<file path="config.mk">
export PLATFORM = sky130hd
export DESIGN_NAME = id_ex_stage
export DESIGN_NICKNAME = d
export VERILOG_FILES = /design/src/rtl/id_ex_stage.sv
export SDC_FILE = /design/constraint.sdc
export NUM_CORES = 1
export LEC_CHECK = 0
export CORE_AREA = 2 2 135 137
export CTS_CLUSTER_DIAMETER = 60
export DETAILED_ROUTE_END_ITERATION = 7
export DIE_AREA = 0 0 137 139
export PLACE_DENSITY = 0.89
export SYNTH_ARGS = -nofsm -noshare
export SYNTH_HDL_FRONTEND = slang
export SYNTH_SLANG_ARGS = --single-unit
</file>
<file path="constraint.sdc">
create_clock -name clk -period 2.7 [get_ports clk]
set_input_delay 0.54 -clock clk [delete_from_list [all_inputs] [get_ports clk]]
set_output_delay 0.54 -clock clk [all_outputs]
set_load 0.05 [all_outputs]
</file>
<file path="src/rtl/id_ex_stage.sv">
// rtl/id_ex_stage.sv - MIPS32 ID/EX pipeline register with load-use hazard detection and WB bypass
//
// Captures decoded operands and control from ID each cycle. Inserts a bubble on
// flush or load-use hazard, holds everything under ext_stall, and substitutes
// write-back data for register-file reads of a register being written this cycle.
//
// Optional feature macro: ID_EX_STATS_EN (bubble counters load_use_bubbles,
// flush_bubbles; absent when undefined).
//
// Ports:
//   clk, rst_n                      clock, asynchronous active-low reset
//   id_*                            decoded instruction fields, operands, control
//   mem_wb_*                        write-back port used for the ID bypass
//   flush                           discard the ID instruction
//   ext_stall                       hold all registers
//   stall_if_id                     combinational request to hold PC and IF/ID
//   id_ex_*                         registered EX-stage operands and control
//   load_use_bubbles, flush_bubbles saturating bubble counters (ID_EX_STATS_EN)

module id_ex_stage (
    input  logic        clk,
    input  logic        rst_n,
    input  logic [4:0]  id_rs_addr,
    input  logic [4:0]  id_rt_addr,
    input  logic [4:0]  id_rd_addr,
    input  logic        id_uses_rs,
    input  logic        id_uses_rt,
    input  logic [31:0] id_rs_data,
    input  logic [31:0] id_rt_data,
    input  logic [31:0] id_imm,
    input  logic [31:0] id_pc_plus4,
    input  logic        id_reg_write,
    input  logic        id_mem_read,
    input  logic        id_mem_write,
    input  logic        id_mem_to_reg,
    input  logic        id_alu_src,
    input  logic        id_reg_dst,
    input  logic [3:0]  id_alu_op,
    input  logic        mem_wb_reg_write,
    input  logic [4:0]  mem_wb_write_reg_addr,
    input  logic [31:0] mem_wb_write_data,
    input  logic        flush,
    input  logic        ext_stall,
    output logic        stall_if_id,
    output logic        id_ex_valid,
    output logic [4:0]  id_ex_instr_rs,
    output logic [4:0]  id_ex_instr_rt,
    output logic [4:0]  id_ex_write_reg_addr,
    output logic [31:0] id_ex_rs_data,
    output logic [31:0] id_ex_rt_data,
    output logic [31:0] id_ex_imm,
    output logic [31:0] id_ex_pc_plus4,
    output logic        id_ex_reg_write,
    output logic        id_ex_mem_read,
    output logic        id_ex_mem_write,
    output logic        id_ex_mem_to_reg,
    output logic        id_ex_alu_src,
    output logic [3:0]  id_ex_alu_op
`ifdef ID_EX_STATS_EN
    ,
    output logic [15:0] load_use_bubbles,
    output logic [15:0] flush_bubbles
`endif
);

    logic hazard;
    logic wb_hits_rs;
    logic wb_hits_rt;

    // A load in EX whose destination is read by the ID instruction cannot be
    // forwarded in time; $0 never counts since it is hard-wired to zero.
    always_comb begin
        hazard = id_ex_valid && id_ex_mem_read && (id_ex_write_reg_addr != 5'd0) &&
                 ((id_uses_rs && (id_rs_addr == id_ex_write_reg_addr)) ||
                  (id_uses_rt && (id_rt_addr == id_ex_write_reg_addr)));
    end

    // A flushed instruction is discarded anyway, so it must not stall IF/ID.
    assign stall_if_id = hazard && !flush;

    // Register file is read in the same cycle WB writes it; take WB data instead.
    assign wb_hits_rs = mem_wb_reg_write && (mem_wb_write_reg_addr != 5'd0) &&
                        (mem_wb_write_reg_addr == id_rs_addr);
    assign wb_hits_rt = mem_wb_reg_write && (mem_wb_write_reg_addr != 5'd0) &&
                        (mem_wb_write_reg_addr == id_rt_addr);

    always_ff @(posedge clk or negedge rst_n) begin
        if (!rst_n) begin
            id_ex_valid          <= 1'b0;
            id_ex_instr_rs       <= 5'd0;
            id_ex_instr_rt       <= 5'd0;
            id_ex_write_reg_addr <= 5'd0;
            id_ex_rs_data        <= 32'd0;
            id_ex_rt_data        <= 32'd0;
            id_ex_imm            <= 32'd0;
            id_ex_pc_plus4       <= 32'd0;
            id_ex_reg_write      <= 1'b0;
            id_ex_mem_read       <= 1'b0;
            id_ex_mem_write      <= 1'b0;
            id_ex_mem_to_reg     <= 1'b0;
            id_ex_alu_src        <= 1'b0;
            id_ex_alu_op         <= 4'd0;
        end else if (ext_stall) begin
            // hold: all registers keep their value
        end else if (flush || hazard) begin
            // Zeroed addresses keep the EX forwarding unit from matching a bubble.
            id_ex_valid          <= 1'b0;
            id_ex_instr_rs       <= 5'd0;
            id_ex_instr_rt       <= 5'd0;
            id_ex_write_reg_addr <= 5'd0;
            id_ex_rs_data        <= 32'd0;
            id_ex_rt_data        <= 32'd0;
            id_ex_imm            <= 32'd0;
            id_ex_pc_plus4       <= 32'd0;
            id_ex_reg_write      <= 1'b0;
            id_ex_mem_read       <= 1'b0;
            id_ex_mem_write      <= 1'b0;
            id_ex_mem_to_reg     <= 1'b0;
            id_ex_alu_src        <= 1'b0;
            id_ex_alu_op         <= 4'd0;
        end else begin
            id_ex_valid          <= 1'b1;
            id_ex_instr_rs       <= id_rs_addr;
            id_ex_instr_rt       <= id_rt_addr;
            id_ex_write_reg_addr <= id_reg_dst ? id_rd_addr : id_rt_addr;
            id_ex_rs_data        <= wb_hits_rs ? mem_wb_write_data : id_rs_data;
            id_ex_rt_data        <= wb_hits_rt ? mem_wb_write_data : id_rt_data;
            id_ex_imm            <= id_imm;
            id_ex_pc_plus4       <= id_pc_plus4;
            id_ex_reg_write      <= id_reg_write;
            id_ex_mem_read       <= id_mem_read;
            id_ex_mem_write      <= id_mem_write;
            id_ex_mem_to_reg     <= id_mem_to_reg;
            id_ex_alu_src        <= id_alu_src;
            id_ex_alu_op         <= id_alu_op;
        end
    end

`ifdef ID_EX_STATS_EN
    // Flush takes precedence, so a flush coinciding with a hazard counts as flush.
    always_ff @(posedge clk or negedge rst_n) begin
        if (!rst_n) begin
            load_use_bubbles <= 16'd0;
            flush_bubbles    <= 16'd0;
        end else if (!ext_stall) begin
            if (flush) begin
                if (flush_bubbles != 16'hFFFF)
                    flush_bubbles <= flush_bubbles + 16'd1;
            end else if (hazard) begin
                if (load_use_bubbles != 16'hFFFF)
                    load_use_bubbles <= load_use_bubbles + 16'd1;
            end
        end
    end
`endif

endmodule
</file>
## After elaboration in Yosys (flattened, before gate mapping)

Cells that the tools add are included.

- Equality and inequality tests: 4
- Mux-type cells: 17
- Reductions and logical operators: 14

Operator list:

| operator | number |
|---|---|
| $mux W32 | 6 |
| $eq A5 B5 Y1 | 4 |
| $mux W5 | 4 |
| $reduce_bool A5 Y1 | 2 |
| $logic_and A1 B1 Y1 | 9 |
| $mux W1 | 6 |
| $mux W4 | 1 |
| $logic_or A1 B1 Y1 | 2 |
| $logic_not A1 Y1 | 1 |

- Bits in registers: 153
- Bits of input ports: 197
- Output and inout bits: 154
- Word-level logic and storage cells: 49

## Logic depth before layout (Yosys ltp)

Gate-level depths: netlist of run 1.

- Depth after elaboration: 6
- Depth in mapped cells: 7
- Mapped depth without buffers: 5

## Worst setup path before layout of run 1

OpenSTA, ideal clock, no wires.

- Path type: register to output
- From: register id_ex_write_reg_addr[2]
- To: output stall_if_id
- Arrival: 1.937 ns
- Data required time: 2.160 ns
- Slack: 0.223 ns
- Stages on the path, launching flop included: 6
- Buffers on the path: 0
- Path through: dfrtp_1 -> xnor2_1 -> nand4_1 -> o22ai_1 -> nand2_1 -> nor2_1

- Cells in the longest elaborated chain, start to end: 5
- Elaborated cells on any way between the ends: 9
- Those cells by class: eq/ne (2); reduce/logical (7)

RTL lines:

| what | line | source |
|---|---|---|
| from (decl) | 48 | `output logic [4:0] id_ex_write_reg_addr,` |
| from (signal assigned) | 125 | `id_ex_write_reg_addr <= id_reg_dst ? id_rd_addr : id_rt_addr;` |
| $eq A5 B5 Y1, on equally long branches | 74, 75 |  |
| $logic_and A1 B1 Y1, on equally long branches | 74, 75 |  |
| $logic_or A1 B1 Y1 | 74 | `((id_uses_rs && (id_rs_addr == id_ex_write_reg_addr)) \|\|` |
| $logic_and A1 B1 Y1 * | 73 | `hazard = id_ex_valid && id_ex_mem_read && (id_ex_write_reg_addr != 5'd0) &&` |
| $logic_and A1 B1 Y1 * | 79 | `assign stall_if_id = hazard && !flush;` |
| to (decl) | 44 | `output logic stall_if_id,` |

Every way passes the cells marked *; elsewhere a longest branch is shown, timed or not.

## Final worst setup path of run 1

- From: input id_rt_addr[0]
- To: output stall_if_id

- Cells in the longest elaborated chain, start to end: 5

RTL lines:

| what | line | source |
|---|---|---|
| from (decl) | 24 | `input logic [4:0] id_rt_addr,` |
| $eq A5 B5 Y1 | 75 | `(id_uses_rt && (id_rt_addr == id_ex_write_reg_addr)));` |
| $logic_and A1 B1 Y1 | 75 |  |
| $logic_or A1 B1 Y1 | 74 |  |
| $logic_and A1 B1 Y1 | 73 |  |
| $logic_and A1 B1 Y1 | 79 |  |

No other way between the ends.

==> run_results.csv, run 1 <==
group,metric,value,unit
pwr,pwr-share-comb,27.6,%
pwr,internal_power,4.49,mW
pwr,p_sw_share,32.9,%
outcome,status,"completed",
timing,fin_crit_sh,94.0,%
yosys,mappedNetlistArea,6950,µm²
cts,post_cts_buffers,0,
setup_path,cp_cell_sequence,"clkdlybuf4s50_1 -> xnor2_1 -> nand4_1 -> o22ai_1 -> nand2_1 -> nor2_1 -> buf_12",
timing,tightest_slew,0.574,ns
floorplanning,start_util,39.4,%
global_routing,first_global_vias,6209,
cts,htree_num_levels,4,
timing,fin_tns_setup,0,ns
timing,period_minus_slack,2.54,ns
place,dpl.hpwl,15600,µm
timing,setup_viol,0,
cts,clkTransAtPathRegs,0.07,ns
drt,route.vias.total,6038,
setup_path,path_class,"input port to output pin",
global_routing,grt_pass1_wl,33700,µm
layout,multiInputGateArea,2890,µm²
yosys,synth_warnings,0,
timing,rsz0062_at_grt,"no",
pwr,p_leak,4.62,nW
drt,avgViaCountPerCell,5.07,
place,dp_cells,1157,
pwr,seqPwrFrac,38.7,%
yosys,async_reset_ff_share,100,%
drt,drt_iter0_drc,270,
yosys,ys.flop_type,"dfrtp_1",
cts,cts_sinks,153,
cts,cts_tree,"done",
layout,finalNonFillerCells,1190,
yosys,yosys.cell_types.count,24,
yosys,avgSynthCellArea,11.3,µm²
yosys,synthCells,616,
place,io_buffer_count,350,
layout,nFillCells,1406,
setup_path,crit_arrival,2.00,ns
drt,finalWirelength,21700,µm
place,globalplace.congestion,0.929,
floorplanning,ios,351,
global_routing,grt_max_degree,89,
layout,layout-drive-gt1-share,5.52,%
cts,cts_hold_buf,0,
floorplanning,rows,49,
drt,firstDrtPassIters,4,
pwr,powerDensity,594,nW/µm²
pwr,ir_worst_vdd,0.000405,V
yosys,synth_enable_flop_cells,0,
run,maxCapViolations,0,
timing,hold_viol_final,0,
layout,syn_to_final_growth,62.2,%
pwr,power,6.70,mW
timing,fin_skew,0.0107,ns
floorplanning,die_h,139,µm
setup_path,max_stage_delay,0.56,ns
timing,drv_slew,0,
floorplanning,die_width,137,µm
yosys,synth_nets,813,
drt,wire_per_inst,18.2,µm
yosys,yosys_register_bits,153,
pwr,switchingPower,2.20,mW
floorplanning,fp.dieArea,19000,µm²
yosys,synth-seq-area-share,55.1,%
cts,cts_inserted_buffers,17,
global_routing,antenna_found_initial,1,
layout,layout.area.seq,3830,µm²
timing,relSlewSlack,61.6,%
cts,cts-resized-gates,0,
floorplanning,core,17700,µm²
global_routing,grtUsageTotal,22.7,%
setup_path,path_max_fanout,4,
layout,layout.nets,1144,
cts,clockBufferDepth,2,
global_routing,overflow,0,
setup_path,cp.required,2.16,ns
pwr,p_clk_share,33.7,%
cts,ctsRootBufferMaster,"clkbuf_16",
timing,whs,0.0914,ns
setup_path,end_kind,"output pin",
drt,drc_errors,0,
setup_path,critPathSlowestCell,"clkdlybuf4s50_1",
worst_hold_path,hp-class,"input port to asynchronous set/reset pin",
timing,fmax,394,MHz
cts,clk_latency,0.41,ns
drt,postRouteAntennaNets,0,
setup_path,cp-start-kind,"input port",
==> cell usage after synthesis, drive strengths merged, types with 2 or more instances <==
| cell type | count | area [µm²] |
|---|---|---|
| xor2 | 4 | 35.0 |
| or4 | 2 | 15.0 |
| xnor2 | 16 | 140 |
| nand4 | 2 | 12.5 |
| nor2 | 6 | 22.5 |
| nor4 | 2 | 25.0 |
| nand3 | 2 | 10.0 |
| buf | 22 | 154 |
| mux2i | 69 | 691 |
| o21ai | 65 | 325 |
| a22o | 88 | 771 |
| dfrtp | 153 | 3830 |
| nand2 | 69 | 259 |
| clkbuf | 28 | 105 |
| nor2b | 83 | 519 |
==> critical path: cells and delay by family <==
kind / cells / cell delay [ns]
AOI/OAI and AO/OA: 1 / 0.21
and+or+nand+nor: 3 / 0.37
xor gates and xnor gates: 1 / 0.14
buffers and inverters: 2 / 0.73
==> kinds of logic after synthesis <==
kind of cell / after synthesis / synth area share [%]
buffers and inverters: 51 / 3.78
xor gates and xnor gates: 20 / 2.52
muxes: 69 / 9.93
and+or+nand+nor: 166 / 12.4
DFF: 153 / 55.1
AOI/OAI and AO/OA: 157 / 16.3
==> worst paths after layout <==
path | startpoint | end | slack (ns) | depth (start not counted)
min | rst_n | id_ex_rt_data[30] | 0.09 | 1
max | id_rt_addr[0] | stall_if_id | 0.16 | 7
max in group asynchronous | rst_n | id_ex_write_reg_addr[1] | 1.89 | 2
min reg2reg | id_ex_rs_data[7] | id_ex_rs_data[7] | 0.49 | 2
max reg2reg | id_ex_write_reg_addr[3] | id_ex_rt_data[15] | 0.53 | 6
min in group clk | id_ex_rs_data[7] | id_ex_rs_data[7] | 0.49 | 2
==> power groups by stage <==
stage	logic, mW	clock network (mW)	registers (mW)
floorplan	0.373	0	3.26
global placement	1.83	0	2.62
detailed placement	1.85	0	2.63
CTS	1.86	2.33	2.59
global route	1.94	2.43	2.61
finish	1.85	2.26	2.59
==> area by class of cell <==
class	instances	area share [%]
flip-flops and latches	153	33.9
diodes	1	0.0222
clock inverters	13	0.976
clock buffers	19	4.02
multi-input cells	412	25.6
well taps	229	2.54
repair buffers	362	32.9
inverters	1	0.0333
==> layer usage <==
layer | vias up | global-route usage (%) | routed length [µm]
met1 | 2885 | 26.6 | 8290
met5 | - | 0 | 0
met2 | 280 | 38.8 | 10800
li1 | 2832 | - | -
met4 | 0 | 8.52 | 590
met3 | 41 | 6.98 | 2010
==> cells in the final DEF (no fill, tap or decap), types with 2 or more instances in the layout <==
cell             instances
dfrtp_1                153
nand3_1                  2
clkdlybuf4s50_1        347
a22o_1                  88
buf_12                   9
nor4_4                   2
nor2_1                   6
clkinvlp_4               4
xor2_1                   4
xnor2_1                 16
nor2b_1                 83
inv_6                    4
nand2_1                 69
clkbuf_8                 2
buf_4                    4
nand4_1                  2
buf_6                    2
clkbuf_16               17
or4_1                    2
clkinv_4                 2
inv_8                    2
o21ai_1                 64
mux2i_1                 69
==> per-stage QoR <==
step	utilization, %	setup slack, ns	cell area [µm²]
after detailed placement	60.7	0.148	10700
after global placement	60.7	0.164	10700
final	63.9	0.162	11300
after CTS	63.9	0.149	11300
after floorplan	-	0.223	6950
after global routing	63.9	0.0317	11300
Note: power is estimated with default switching activity, not from simulation.
==> run 2, diff against run 1 <==
--- a/config.mk
+++ b/config.mk
@@ -10,6 +10,7 @@
 export DETAILED_ROUTE_END_ITERATION = 7
 export DIE_AREA = 0 0 137 139
 export PLACE_DENSITY = 0.89
+export REMOVE_ABC_BUFFERS = 1
 export SYNTH_ARGS = -nofsm -noshare
 export SYNTH_HDL_FRONTEND = slang
 export SYNTH_SLANG_ARGS = --single-unit
==> run_results.csv, run 2 (synthesis results as in run 1) <==
group,metric,value,unit
cts,cts_sinks,153,
global_routing,grt_pass1_wl,34300,µm
setup_path,path_class,"input port to output pin",
pwr,p_leak,4.70,nW
drt,wire_per_inst,18.4,µm
drt,finalWirelength,22100,µm
pwr,seqPwrFrac,37.3,%
floorplanning,rows,49,
cts,clockBufferDepth,2,
floorplanning,die_width,137,µm
timing,relSlewSlack,60.6,%
pwr,internal_power,4.75,mW
setup_path,crit_arrival,2.00,ns
layout,layout.nets,1155,
drt,drt_iter0_drc,207,
place,pre_cts_ws,0.127,ns
timing,fin_skew,0.0126,ns
floorplanning,die_h,139,µm
layout,antennaDiodeCount,0,
timing,tightest_slew,0.591,ns
drt,firstDrtPassIters,5,
pwr,p_sw_share,31.6,%
timing,worst_slack,0.161,ns
timing,period_minus_slack,2.54,ns
drt,route.vias.total,6119,
drt,postRouteAntennaNets,0,
pwr,powerDensity,608,nW/µm²
global_routing,overflow,0,
timing,whs,0.0790,ns
setup_path,critPathSlowestCell,"clkdlybuf4s50_1",
setup_path,max_stage_delay,0.54,ns
place,globalplace.congestion,0.910,
cts,clk_latency,0.42,ns
global_routing,first_global_vias,6440,
place,postPlaceCellArea,10800,µm²
outcome,status,"completed",
pwr,power,6.94,mW
setup_path,end_kind,"output pin",
worst_hold_path,hp-class,"input port to asynchronous set/reset pin",
global_routing,grt_max_degree,66,
timing,hold_viol_final,0,
layout,finalInstanceArea,11400,µm²
pwr,p_clk_share,35.8,%
drt,avgViaCountPerCell,5.10,
timing,fin_crit_sh,94.0,%
timing,fin_tns_setup,0,ns
cts,cts_hold_buf,0,
layout,fin_util,64.6,%
layout,final_common_cell,"clkdlybuf4s50_1",
pwr,ir_worst_vdd,0.000457,V
pwr,switchingPower,2.19,mW
floorplanning,start_util,39.4,%
timing,fmax,394,MHz
layout,finalNonFillerCells,1200,
place,io_buffer_count,350,
floorplanning,fp.dieArea,19000,µm²
cts,cts_tree,"done",
setup_path,critPathBufInv,2,
setup_path,cp.required,2.16,ns
place,dpl.hpwl,16100,µm
floorplanning,ios,351,
cts,cts_inserted_buffers,17,
global_routing,antenna_found_initial,1,
cts,htree_num_levels,4,
floorplanning,core,17700,µm²
pwr,pwr-share-comb,26.9,%
layout,final_cell_mix,"clkdlybuf4s50_1 (347), dfrtp_1 (153), a22o_1 (88)",
timing,rsz0062_at_grt,"no",
global_routing,grtUsageTotal,23.1,%
cts,ctsRootBufferMaster,"clkbuf_16",
layout,syn_to_final_growth,64.1,%
setup_path,path_max_fanout,3,
timing,drv_slew,0,
setup_path,cp-start-kind,"input port",
run,maxCapViolations,0,
cts,clkTransAtPathRegs,0.06,ns
place,dp_cells,1168,
setup_path,critical_path.top_delay_family,"buffers and inverters",
setup_path,cp_cell_sequence,"clkdlybuf4s50_1 -> xnor2_1 -> nand4_1 -> o22ai_1 -> nand2_1 -> nor2_1 -> buf_12",
drt,drc_errors,0,
layout,layout-drive-gt1-share,6.39,%
cts,post_cts_buffers,0,
timing,setup_viol,0,
cts,cts-resized-gates,0,
-- run 2: worst paths after layout --
check                                             start           endpoint  slack, ns  depth (start not counted)
worst max-delay path                      id_rs_addr[3]        stall_if_id       0.16                          7
worst min-delay path                              rst_n   id_ex_rs_data[8]       0.08                          1
worst max register to register  id_ex_write_reg_addr[3]   id_ex_rt_data[1]       0.51                          6
worst min register to register         id_ex_rt_data[8]   id_ex_rt_data[8]       0.49                          2
max in group asynchronous                         rst_n  id_ex_rs_data[13]       1.89                          2
min in group clk                       id_ex_rt_data[8]   id_ex_rt_data[8]       0.49                          2
-- run 2: cell type report --
class	instances	area [µm²]
repair buffers	373	3790
multi-input cells	412	2890
well taps	229	287
fillers	1369	6250
clock inverters	12	165
inverters	1	3.75
clock buffers	20	447
flip-flops and latches	153	3830
-- run 2: per-layer routing --
| metal | vias to the layer above | global-route usage (%) | wire, µm |
|---|---|---|---|
| met5 | - | 0 | 12 |
| met1 | 2954 | 26.6 | 8520 |
| met4 | 2 | 8.63 | 692 |
| met3 | 48 | 8.99 | 2120 |
| met2 | 263 | 38.4 | 10700 |
| li1 | 2852 | - | - |
-- run 2: power groups by stage --
stage	sequential, mW	combinational (mW)	clock [mW]
after floorplan	3.26	0.313	0
after global placement	2.62	1.84	0
after detailed placement	2.63	1.87	0
after CTS	2.59	1.87	2.54
after global routing	2.61	1.96	2.64
final	2.59	1.86	2.49
-- run 2: worst register-to-register path: cells and delay by family (launching register included) --
family,cells,cell delay (ns)
compound gates,3,0.82
buf+inv,2,0.27
flops,1,0.46
simple gates,1,0.57
